File: config.mk
export PLATFORM = sky130hd
export DESIGN_NAME = uart_rx_fsm
export DESIGN_NICKNAME = d
export VERILOG_FILES = /design/src/rtl/uart_rx_fsm.sv
export SDC_FILE = /design/constraint.sdc
export NUM_CORES = 1
export LEC_CHECK = 0
export CORE_AREA = 2 2 39 41
export DETAILED_ROUTE_END_ITERATION = 10
export DIE_AREA = 0 0 41 43
export HOLD_SLACK_MARGIN = 0.12
export SYNTH_ARGS = -nofsm -noshare
export SYNTH_HDL_FRONTEND = slang
export SYNTH_SLANG_ARGS = --single-unit
File: constraint.sdc
create_clock -name CLK -period 2 [get_ports CLK]
set_clock_uncertainty 0.1 [all_clocks]
set_input_delay 0.4 -clock CLK [delete_from_list [all_inputs] [get_ports CLK]]
set_output_delay 0.4 -clock CLK [all_outputs]
set_load 0.05 [all_outputs]
File: src/rtl/uart_rx_fsm.sv
// Control FSM of the UART receiver: sequences sampling, deserialising and the
// start/parity/stop checks for one 8N1 or 8-bit-plus-parity frame at 8x oversampling.
module uart_rx_fsm (
  input  logic       CLK,
  input  logic       RST,
  input  logic       PAR_EN,
  input  logic       RX_IN,
  input  logic [3:0] bit_cnt,
  input  logic [2:0] edge_cnt,
  input  logic       par_err,
  input  logic       strt_glitch,
  input  logic       stp_err,
  output logic       dat_samp_en,
  output logic       enable,
  output logic       deser_en,
  output logic       data_valid,
  output logic       stp_chk_en,
  output logic       strt_chk_en,
  output logic       par_chk_en
);

  localparam logic [2:0] StIdle   = 3'd0;
  localparam logic [2:0] StStart  = 3'd1;
  localparam logic [2:0] StData   = 3'd2;
  localparam logic [2:0] StParity = 3'd3;
  localparam logic [2:0] StStop   = 3'd4;
  localparam logic [2:0] StValid  = 3'd5;

  localparam logic [2:0] LastEdge    = 3'd7;
  localparam logic [3:0] LastDataBit = 4'd8;

  logic [2:0] state_q, state_d;
  logic       bit_end;
  logic       last_data_bit;

  assign bit_end       = (edge_cnt == LastEdge);
  assign last_data_bit = (bit_cnt == LastDataBit);

  always_ff @(posedge CLK or posedge RST) begin
    if (RST) begin
      state_q <= StIdle;
    end else begin
      state_q <= state_d;
    end
  end

  // Each checker result is only trusted at the bit end of the state that owns it.
  always_comb begin
    state_d = state_q;
    case (state_q)
      StIdle: begin
        if (!RX_IN) state_d = StStart;
      end
      StStart: begin
        if (bit_end) state_d = strt_glitch ? StIdle : StData;
      end
      StData: begin
        if (bit_end && last_data_bit) state_d = PAR_EN ? StParity : StStop;
      end
      StParity: begin
        if (bit_end) state_d = par_err ? StIdle : StStop;
      end
      StStop: begin
        if (bit_end) state_d = stp_err ? StIdle : StValid;
      end
      StValid: begin
        // A low line here is the next frame's start bit; skip IDLE.
        state_d = RX_IN ? StIdle : StStart;
      end
      default: state_d = StIdle;
    endcase
  end

  always_comb begin
    enable      = 1'b0;
    dat_samp_en = 1'b0;
    strt_chk_en = 1'b0;
    deser_en    = 1'b0;
    par_chk_en  = 1'b0;
    stp_chk_en  = 1'b0;
    data_valid  = 1'b0;
    case (state_q)
      StStart: begin
        enable      = 1'b1;
        dat_samp_en = 1'b1;
        strt_chk_en = 1'b1;
      end
      StData: begin
        enable      = 1'b1;
        dat_samp_en = 1'b1;
        deser_en    = 1'b1;
      end
      StParity: begin
        enable      = 1'b1;
        dat_samp_en = 1'b1;
        par_chk_en  = 1'b1;
      end
      StStop: begin
        enable      = 1'b1;
        dat_samp_en = 1'b1;
        stp_chk_en  = 1'b1;
      end
      StValid: begin
        data_valid  = 1'b1;
      end
      default: ;
    endcase
  end

endmodule

Word level (Yosys, flattened, before mapping)

Index checks and enable logic that the tools add are counted.

Input bits: 14
Logic and storage cells: 34
Output and inout bits: 7
Bits in registers: 3

Reduce and logical (&&, ||, !) cells: 4
Eq/ne operators: 12
Muxes and demuxes: 17

Operators by type and width:

| kind                                                                   | count |
|---|---|
| 3-bit two-way mux                                                      | 8 |
| 3-bit one-hot mux with 6 select lines                                  | 1 |
| 2-bit != test (second input constant)                                  | 5 |
| 3-bit equality test (second input constant)                            | 3 |
| 1-bit two-way mux                                                      | 7 |
| 3-bit by 2-bit equality test with 1-bit output (second input constant) | 2 |
| 5-bit AND reduction                                                    | 1 |
| 4-bit equality test (second input constant)                            | 1 |
| 4-bit OR reduction                                                     | 1 |
| 3-bit by 1-bit equality test with 1-bit output (second input constant) | 1 |
| 3-bit logical NOT                                                      | 1 |
| 2-bit two-way mux                                                      | 1 |
| 1-bit logical AND                                                      | 1 |

Depth between registers and ports, before layout

Gate-level depths: netlist (run 1).

Word-level depth: 4
Mapped depth: 5
Mapped depth without buffers: 4

Least setup slack after synthesis (run 1)

OpenSTA, ideal clock, no wires.

Kind: reg-to-reg
From: reg state_q[1]
To: reg state_q[1]
Buffers on the path: 1
Cell stages (with the launch flop): 5
Data required time: 1.772 ns
Slack: -0.736 ns
Arrival time: 2.509 ns
Clock period less this slack: 2.736 ns
Library setup time: 0.128 ns
Cell sequence: dfrtp_1 clkbuf_1 nor3b_1 a221o_1 mux2_1

Cells in the longest elaborated chain, start to end: 3
Elaborated cells on any way between the ends: 13
Classes of those cells: eq/ne (10); mux (1); reduce/logical (2)

Ends and longest elaborated chain:

| what                                                                   | RTL line | source |
|---|---|---|
| from (decl)                                                            | 32       | `logic [2:0] state_q, state_d;` |
| from (signal assigned)                                                 | 41       | `state_q <= StIdle;` |
| from (signal assigned)                                                 | 43       | `state_q <= state_d;` |
| 3-bit by 2-bit equality test with 1-bit output (tied with other cells) | 50       | `case (state_q)` |
| 2-bit != test (no source line)                                         | --       |  |
| 5-bit AND reduction (no source line)                                   | --       |  |

Parallel ways exist; a longest one is shown, timed or not.
A chain may end at the register's enable or synchronous reset.

Worst setup path in the final report (run 1)

From: reg state_q[2]
To: out stp_chk_en

Cells in the longest elaborated chain, start to end: 2

Ends and longest elaborated chain:

| what                | RTL line | source |
|---|---|---|
| 3-bit equality test | 82       | `case (state_q)` |
| 1-bit two-way mux   | 82       |  |
| to (decl)           | 17       | `output logic stp_chk_en,` |

No other way between the ends.

==> flow_summary.json, run 1 <==
{
  "status": "finished clean",
  "largest_register": "state_q",
  "synth_edf_count": 0,
  "drc_errors": 0,
  "finalCritPeriodShare_pct": 92.3,
  "synth_ff_type": "dfrtp_1",
  "start_kind": "flop",
  "finalCriticalPeriod_ns": 1.85,
  "synth_seq_area_share_pct": 27.5,
  "clock_path_buffers": 2,
  "cts_made_buffers": 3,
  "grt-ovfl-total": 0,
  "maxSlewViolCount": 0,
  "cts_sinks": 3,
  "p_sw_mw": 0.468,
  "critPathTopFamily": "flip-flops",
  "grt_pass1_wl_um": 1160,
  "drt-pass1-iter-count": 3,
  "netlist_area_um2": 273,
  "dpl-instance-area_um2": 567,
  "grt_pass1_vias": 286,
  "p_seq_share_pct": 11.2,
  "use_met2_pct": 13.4,
  "reg_top3": "state_q (3)",
  "die_w_um": 41,
  "grt_antenna_before_repair": 0,
  "antenna_cells": 0,
  "synth.yosys.warnings": 0,
  "viasPerCell": 4.41,
  "grt_start_max_net_pins": 11,
  "critPathCaptureType": "output port",
  "root_buffer": "clkbuf_4",
  "synth_common_cells": "nor2_1 (6), dfrtp_1 (3), mux2_1 (3)",
  "multiInputGateArea_um2": 203,
  "p_sw_share_pct": 45.2,
  "numPortBuffers": 20,
  "drive_above_1_share_pct": 30.9,
  "largest_reg_flops": 3,
  "final_net_count": 70,
  "ir_drop_uv": 632,
  "hold_violations": 0,
  "yosys-top-cells-area": "dfrtp_1 (28%), mux2_1 (12%), nor2_1 (8.3%)",
  "cp_num_buf_inv": 2,
  "p_per_area_nw_per_um2": 1670,
  "wirelength_um": 696,
  "synth_fp_nets": 47,
  "antenna_left": 0,
  "worstMarginPinSlew_ns": 0.325,
  "slew_headroom_pct": 78.2,
  "hpwl_um": 562,
  "required_ns": 1.50,
  "slowest_stage": "dfrtp_1",
  "synth_top_area_share_pct": 27.5,
  "p_clk_share_pct": 10.2,
  "die-area_um2": 1760,
  "cts_tree": "done",
  "top_usage_layer": "met2",
  "yosys_register_bits": 3,
  "drtIter0Drc": 3,
  "rsz0062_at_grt": "false",
  "yosysUniqueCellTypes": 21,
  "crit_path_cell_trace": "inv_1, nor3_2, buf_12",
  "setup-violations-final": 0,
  "postSynthCellCount": 33,
  "combPwrFrac_pct": 78.6,
  "die_h_um": 43,
  "p_leak_nw": 0.297,
  "power.internal_mw": 0.567,
  "cts_setup_buffers": 0,
  "syn2layout_area_growth_pct": 127,
  "coreArea_um2": 1380,
  "yosysMostFrequentCell": "nor2_1",
  "path_class": "flop to output port",
  "drv.max_cap_violation_count": 0,
  "place.gp.congestion": 0.677,
  "worst_hold_path_type": "primary input to asynchronous set/reset pin",
  "io_pins": 21,
  "tns_ns": 0,
  "htree_levels": 1,
  "clk_latency_ns": 0.23,
  "fillCellCount": 130,
  "finalInstanceArea_um2": 619,
  "cp_max_fo": 8,
  "gr-usage-met1_pct": 12.3,
  "max_freq_mhz": 542,
  "cpPeakStageDelay_ns": 0.48,
  "async_reset_ff_share_pct": 100,
  "synth_area_per_cell_um2": 8.27,
  "initial_core_util_pct": 19.7,
  "gr-usage-all-layers_pct": 9.96,
  "cp.arrival_ns": 1.35,
  "seq_area_um2": 75.1,
  "synth_top_area_cell": "dfrtp_1",
  "grtUsageMet3_pct": 3.14,
  "wl_per_cell_um": 9.80,
  "vias": 313,
  "path_clk_slew_ns": 0.04,
  "fp-row-count": 14
}
[what timing repair did]
item | in CTS | in global routing
endpoints found under the setup margin | 3 | 4
gates cloned | 0 | 0
hold buffers | 0 | 0
gates resized for setup | 0 | 8
pin swaps | 1 | 2
[metal layers]
layer	part of all wire (%)	routed length, um
met3	5.3	37
met2	50	351
met1	42	290
met4	2.3	16
met5	0	0
[cells by family after synthesis]
group / Yosys count / share of synthesized area (%)
XOR/XNOR: 1 / 3.21
multiplexers: 4 / 16.1
AO/OA/AOI/OAI: 5 / 15.6
flip-flops: 3 / 27.5
buffers and inverters: 5 / 8.71
AND/OR/NAND/NOR: 15 / 28.9
[placed cells by master (no fill, tap or decap)]
cell,n
clkdlybuf4s50_1,9
a221o_1,1
clkbuf_1,1
nand2_1,1
buf_4,1
nor3_2,1
inv_1,2
a32o_1,1
xnor2_2,1
or4b_1,1
clkbuf_4,3
nor2_1,6
nor3b_2,1
dlymetal6s2s_1,4
nand3_1,1
and3_1,2
o22a_1,1
nand2b_1,2
dfrtp_1,3
o32ai_1,1
buf_12,7
a21oi_1,1
mux2i_1,1
mux2_4,3
[worst register-to-register path: stages, from the launching register on]
cell and delay (ns):
dfrtp_1 0.47, nor2_1 0.23, xnor2_2 0.15, a221o_1 0.40, mux2_4 0.32
[power by group through the flow]
stage          registers [mW]  logic [mW]  clock network (mW)
6_report                0.116       0.813               0.105
5_1_grt                 0.120       0.867               0.118
4_1_cts                 0.115       0.771               0.111
3_5_place_dp            0.116       0.771                   0
3_3_place_gp            0.115       0.771                   0
2_1_floorplan          0.0948       0.475                   0
[final timing paths]
kind	from	endpoint	slack (ns)	cells after the start
worst min register to register	state_q[0]	state_q[0]	0.58	2
max in group asynchronous	RST	state_q[1]	1.44	2
worst max register to register	state_q[1]	state_q[2]	0.21	4
min in group CLK	state_q[0]	state_q[0]	0.58	2
worst max-delay path	state_q[2]	stp_chk_en	0.15	3
worst min-delay path	RST	state_q[2]	0.23	2
[area by class of cell]
| type | count | share of cell area, % |
|---|---|---|
| Clock buffer | 4 | 4.24 |
| Inverter | 2 | 1.21 |
| Multi-Input combinational cell | 25 | 32.7 |
| Tap cell | 16 | 3.23 |
| Sequential cell | 3 | 12.1 |
| Timing Repair Buffer | 21 | 46.5 |
[per-stage QoR]
step                      hold WS, ns  std cells  total power [mW]  setup slack (ns)  utilization [%]
final                           0.234         71              1.03             0.155             44.8
after global routing            0.241         71              1.10            0.0613             44.8
after detailed placement        0.479         67             0.886            -0.280             41.0
after CTS                       0.230         71             0.996          -0.00567             42.9
after floorplan                0.0536         33             0.569            -0.190                -
after global placement          0.476         67             0.886            -0.281             41.0
No activity file was read; power rests on OpenSTA's default activity.
==> inputs of run 2 (changes only) <==
--- a/config.mk
+++ b/config.mk
@@ -9,6 +9,7 @@
 export DETAILED_ROUTE_END_ITERATION = 10
 export DIE_AREA = 0 0 41 43
 export HOLD_SLACK_MARGIN = 0.12
+export SLEW_MARGIN = 20
 export SYNTH_ARGS = -nofsm -noshare
 export SYNTH_HDL_FRONTEND = slang
 export SYNTH_SLANG_ARGS = --single-unit
==> results of run 2 <==
Final layout, timing and power as in run 1 (identical DEF).
